`src/rtl/loader_pkg.sv`:
```
// Shared constants and state encoding for the UART boot loader.
package loader_pkg;

  localparam int unsigned BYTE_W = 8;
  localparam int unsigned WORD_W = 32;

  localparam logic [BYTE_W-1:0] HS_BYTE_DEF  = 8'hAA;
  localparam logic [BYTE_W-1:0] ACK_BYTE_DEF = 8'h55;
  localparam logic [BYTE_W-1:0] ERR_BYTE_DEF = 8'hEE;

  typedef enum logic [2:0] {
    ST_SEND_HS  = 3'd0,
    ST_WAIT_HS  = 3'd1,
    ST_RX_COUNT = 3'd2,
    ST_RX_WORD  = 3'd3,
    ST_SEND_END = 3'd4,
    ST_WAIT_END = 3'd5,
    ST_DONE     = 3'd6
  } loader_state_e;

endpackage

```
`src/rtl/uart_boot_loader.sv`:
```
// Loads a length-prefixed little-endian word image from the UART into
// instruction memory, bracketed by a handshake byte and an ACK/ERR byte.
module uart_boot_loader
  import loader_pkg::*;
#(
  parameter int unsigned       ADDR_W   = 14,
  parameter logic [BYTE_W-1:0] HS_BYTE  = HS_BYTE_DEF,
  parameter logic [BYTE_W-1:0] ACK_BYTE = ACK_BYTE_DEF,
  parameter logic [BYTE_W-1:0] ERR_BYTE = ERR_BYTE_DEF
) (
  input  logic              clk,
  input  logic              rst,
  input  logic [BYTE_W-1:0] rx_data,
  input  logic              rx_valid,
  input  logic              tx_busy,
  output logic [BYTE_W-1:0] tx_data,
  output logic              tx_start,
  output logic              imem_we,
  output logic [ADDR_W-1:0] imem_addr,
  output logic [WORD_W-1:0] imem_wdata,
  output logic              core_hold,
  output logic              done,
  output logic              err
);

  loader_state_e     state_q, state_d;
  logic [1:0]        byte_cnt_q, byte_cnt_d;
  logic [WORD_W-1:0] word_q, word_d;
  logic [ADDR_W-1:0] idx_q, idx_d;
  logic [ADDR_W-1:0] last_q, last_d;
  logic [BYTE_W-1:0] tx_data_q, tx_data_d;
  logic              tx_start_q, tx_start_d;
  logic              imem_we_q, imem_we_d;
  logic [ADDR_W-1:0] imem_addr_q, imem_addr_d;
  logic [WORD_W-1:0] imem_wdata_q, imem_wdata_d;
  logic              core_hold_q, core_hold_d;
  logic              done_q, done_d;
  logic              err_q, err_d;

  logic [WORD_W-1:0] word_full_c;
  logic              last_byte_c;
  logic              cnt_zero_c;
  logic              cnt_big_c;
  logic              tx_idle_c;

  // Bytes arrive LSB first, so each new byte enters at the top.
  assign word_full_c = {rx_data, word_q[WORD_W-1:BYTE_W]};
  assign last_byte_c = rx_valid && (byte_cnt_q == 2'd3);
  assign cnt_zero_c  = (word_full_c == '0);
  assign cnt_big_c   = (33'(word_full_c) > (33'(1) << ADDR_W));
  // The cycle tx_start is high is skipped so the transmitter can raise busy.
  assign tx_idle_c   = !tx_start_q && !tx_busy;

  always_ff @(posedge clk) begin
    if (rst) begin
      state_q      <= ST_SEND_HS;
      byte_cnt_q   <= '0;
      word_q       <= '0;
      idx_q        <= '0;
      last_q       <= '0;
      tx_data_q    <= '0;
      tx_start_q   <= 1'b0;
      imem_we_q    <= 1'b0;
      imem_addr_q  <= '0;
      imem_wdata_q <= '0;
      core_hold_q  <= 1'b1;
      done_q       <= 1'b0;
      err_q        <= 1'b0;
    end else begin
      state_q      <= state_d;
      byte_cnt_q   <= byte_cnt_d;
      word_q       <= word_d;
      idx_q        <= idx_d;
      last_q       <= last_d;
      tx_data_q    <= tx_data_d;
      tx_start_q   <= tx_start_d;
      imem_we_q    <= imem_we_d;
      imem_addr_q  <= imem_addr_d;
      imem_wdata_q <= imem_wdata_d;
      core_hold_q  <= core_hold_d;
      done_q       <= done_d;
      err_q        <= err_d;
    end
  end

  always_comb begin
    state_d = state_q;
    unique case (state_q)
      ST_SEND_HS:  if (!tx_busy) state_d = ST_WAIT_HS;
      ST_WAIT_HS:  if (tx_idle_c) state_d = ST_RX_COUNT;
      ST_RX_COUNT: if (last_byte_c) state_d = (cnt_zero_c || cnt_big_c) ? ST_SEND_END : ST_RX_WORD;
      ST_RX_WORD:  if (last_byte_c && (idx_q == last_q)) state_d = ST_SEND_END;
      ST_SEND_END: if (!tx_busy) state_d = ST_WAIT_END;
      ST_WAIT_END: if (tx_idle_c) state_d = ST_DONE;
      ST_DONE:     state_d = ST_DONE;
      default:     state_d = ST_SEND_HS;
    endcase
  end

  always_comb begin
    byte_cnt_d   = byte_cnt_q;
    word_d       = word_q;
    idx_d        = idx_q;
    last_d       = last_q;
    tx_data_d    = tx_data_q;
    tx_start_d   = 1'b0;
    imem_we_d    = 1'b0;
    imem_addr_d  = imem_addr_q;
    imem_wdata_d = imem_wdata_q;
    err_d        = err_q;
    unique case (state_q)
      ST_SEND_HS: begin
        if (!tx_busy) begin
          tx_start_d = 1'b1;
          tx_data_d  = HS_BYTE;
        end
      end
      ST_RX_COUNT: begin
        if (rx_valid) begin
          byte_cnt_d = byte_cnt_q + 2'd1;
          word_d     = word_full_c;
        end
        if (last_byte_c) begin
          last_d = ADDR_W'(word_full_c - 32'd1);
          err_d  = cnt_big_c;
        end
      end
      ST_RX_WORD: begin
        if (rx_valid) begin
          byte_cnt_d = byte_cnt_q + 2'd1;
          word_d     = word_full_c;
        end
        if (last_byte_c) begin
          imem_we_d    = 1'b1;
          imem_wdata_d = word_full_c;
          imem_addr_d  = idx_q;
          if (idx_q != last_q) idx_d = idx_q + ADDR_W'(1);
        end
      end
      ST_SEND_END: begin
        if (!tx_busy) begin
          tx_start_d = 1'b1;
          tx_data_d  = err_q ? ERR_BYTE : ACK_BYTE;
        end
      end
      default: ;
    endcase
    done_d      = (state_d == ST_DONE);
    core_hold_d = !((state_d == ST_DONE) && !err_d);
  end

  assign tx_data    = tx_data_q;
  assign tx_start   = tx_start_q;
  assign imem_we    = imem_we_q;
  assign imem_addr  = imem_addr_q;
  assign imem_wdata = imem_wdata_q;
  assign core_hold  = core_hold_q;
  assign done       = done_q;
  assign err        = err_q;

endmodule

```
`config.mk`:
```
export PLATFORM = sky130hd
export DESIGN_NAME = uart_boot_loader
export DESIGN_NICKNAME = d
export VERILOG_FILES = /design/src/rtl/loader_pkg.sv /design/src/rtl/uart_boot_loader.sv
export SDC_FILE = /design/constraint.sdc
export NUM_CORES = 1
export LEC_CHECK = 0
export ABC_AREA = 1
export CAP_MARGIN = 40
export CORE_MARGIN = 4
export CORE_UTILIZATION = 49
export DETAILED_ROUTE_END_ITERATION = 7
export GPL_TIMING_DRIVEN = 0
export PLACE_DENSITY = 0.76
export SYNTH_ARGS = -nofsm -noshare
export SYNTH_HDL_FRONTEND = slang
export SYNTH_SLANG_ARGS = --single-unit
```
`constraint.sdc`:
```
create_clock -name clk -period 1.4 [get_ports clk]
set_input_delay 0.28 -clock clk [delete_from_list [all_inputs] [get_ports clk]]
set_output_delay 0.28 -clock clk [all_outputs]
set_load 0.005 [all_outputs]
```
==> results.tsv <==
metric	value	unit
multi_input_area	2600	µm²
critPathLaunchType	flop	
p_sw_share	29.7	%
synth_common_cells	nand2_1 (114), dfxtp_1 (111), a21oi_1 (90)	
dpl_worst_slack	-558	ps
place_inst	854	
dieArea	11500	µm²
clk_root_buffer_cell	clkbuf_8	
avgRoutedWirePerCell	18.7	µm
final_core_util	77.8	%
ys_warn_count	0	
worst-slew-pin-transition	710	ps
synth_cells	656	
grt_max_degree	22	
num-fill-cells	595	
p_comb_share	13.7	%
hold_viol_final	0	
synth_area	4820	µm²
antenna_found_initial	0	
min_path_type	in2reg	
drtIter0Drc	484	
ys_async_sr_fraction	0	%
finalWorstSetupSlack	-385	ps
finalNetCount	821	
cts_htree_levels	3	
cts_buffer_depth	2	
pwr-share-clk	33.2	%
rows	35	
ys_seq_area_share	46.1	%
clkSinkCount	111	
post-synth-top-count-cell	nand2_1	
core_area	9420	µm²
ys_seq_elements	111	
initial_core_util	51.2	%
ys.flop_type	dfxtp_1	
arrival	2100	ps
numCtsBuffers	9	
die_h	107	µm
ant_nets	0	
grt_pass1_wl	23700	µm
num_vias	5373	
place_congestion	0.884	
synth-edff-count	0	
power.leakage	3.22	nW
grtUsageTotal	25.6	%
post-route-period-util	128	%
slew_violations	0	
timing.hold.ws	310	ps
fmax	560	MHz
endpoint_kind	flop	
drive_gt1_share	44.1	%
setup_violations	63	
violations	negative setup slack	
rsz0062_at_grt	true	
die_x	107	µm
intPower	4.28	mW
synth_top_area_share	46.1	%
dr.pass1.iters	6	
period_minus_slack	1790	ps
avgViaCountPerCell	5.72	
grt_pass1_vias	4982	
synth_cell_types	29	
cts_tree	yes	
syn_nets	672	
n_antenna_cell	0	
dp_hpwl	9520	µm
clk_latency	390	ps
finalNonFillerCells	939	
ios	71	
pwr_density_cell	833	nW/µm²
drc	0	
synth.avg_cell_area	7.35	µm²
seq_power_share	53.1	%
status	complete, but fails checks	
ir_drop	0.000511	V
grt_overflow	0	
synthTopCellsByArea	dfxtp_1 (46%), a21oi_1 (9.3%), nand2_1 (8.9%), o21ai_0 (8.8%), inv_1 (5.4%)	
yosysTopAreaCell	dfxtp_1	
worstSetupPathType	reg2reg	
power	6.10	mW
seq_area	2370	µm²
relSlewSlack	52.6	%
maxCapViolations	0	
worstPathRequired	1710	ps
port_buffers	69	
wl	17600	µm
syn_to_final_growth	51.8	%
fin_skew	24.7	ps
switchingPower	1.81	mW
critPathMaxFanout	5	
clk_pin_slew	120	ps
-- area by class of cell --
class	count	share of cell area (%)
multi-input cells	430	35.5
well taps	129	2.20
plain buffers	36	4.19
clock buffers	10	1.88
inverters	79	4.73
clock inverters	6	0.991
repair buffers	138	18.1
flip-flops and latches	111	32.3
-- state kept, by name (all words and copies together) (netlist names) --
register,cells
word_q,24
byte_cnt_q,2
core_hold,1
last_q,14
state_q,3
tx_start,1
tx_data,3
idx_q,14
imem_we,1
err,1
imem_wdata,32
imem_addr,14
done,1
-- timing repair --
item                                    4_1_cts  5_1_grt
pin swaps                                    30       49
endpoints found under the hold margin         0        0
endpoints found under the setup margin      146      108
gates cloned                                  3        6
setup buffers                                38       25
hold buffers                                  0        0
resized for setup                           242      202
-- power by group through the flow --
stage	clock network, mW	registers, mW	logic, mW
3_5_place_dp	0	3.32	0.535
4_1_cts	2.01	3.23	0.639
5_1_grt	2.16	3.24	0.889
6_report	2.03	3.24	0.833
3_3_place_gp	0	3.32	0.526
2_1_floorplan	0	3.31	0.364
-- layout by cell type (no fill, tap or decap), drive strengths merged --
cell type	n
nand4	1
clkbuf	28
o31ai	1
nand2	116
clkdlybuf4s15	3
ha	4
o21ai	88
clkinv	3
xnor2	3
a221oi	1
nand3b	1
nor3	10
a21oi	100
inv	82
nand3	16
a31oi	3
dfxtp	111
and3	1
dlygate4sd2	54
buf	89
clkdlybuf4s50	10
nor2	69
xor2	16
-- worst max-delay path, stage by stage (launching register included) --
cell and delay (ps):
dfxtp_1 470, inv_1 80, nand2_1 90, nand2_1 80
nor2_2 90, nand2_2 80, nor2_4 160, nand2_2 110
nand2_8 120, buf_12 110, buf_8 110, nand2_1 70
a21oi_2 130
-- layer usage --
layer  routed length (µm)  up-vias  global-route usage (%)
li1                     -     2427                       -
met1                 6380     2527                    30.0
met2                 8970      329                    44.9
met3                 1260       90                    5.60
met4                  934        0                    10.8
met5                    0        -                       0
-- cell families (layout without fill, tap and decap cells) --
logic type	after synthesis	in the layout	synth area share (%)
AO/OA/AOI/OAI	193	193	21.0
XOR/XNOR	19	19	3.45
adder cells (fa/ha/maj)	4	4	1.04
buffers and inverters	115	269	10.4
flip-flops	111	111	46.1
AND/OR/NAND/NOR	214	214	18.1
-- path summary, 6_finish.rpt --
check / startpoint / end / slack, ps / cells after the start
hold reg to reg: byte_cnt_q[1] / byte_cnt_q[1] / 470 / 2
hold / removal: rst / done / 310 / 2
setup reg to reg: last_q[12] / idx_q[9] / -390 / 12
setup / recovery: last_q[12] / idx_q[9] / -390 / 12
-- metrics by stage --
stage	setup TNS [ps]	cell area, µm²
after floorplan	-9.42	4830
after global placement	-35490	5680
after detailed placement	-38340	5680
after CTS	-1870	6540
after global routing	-12100	7320
final	-6740	7320
(Power assumes the default switching activity.)
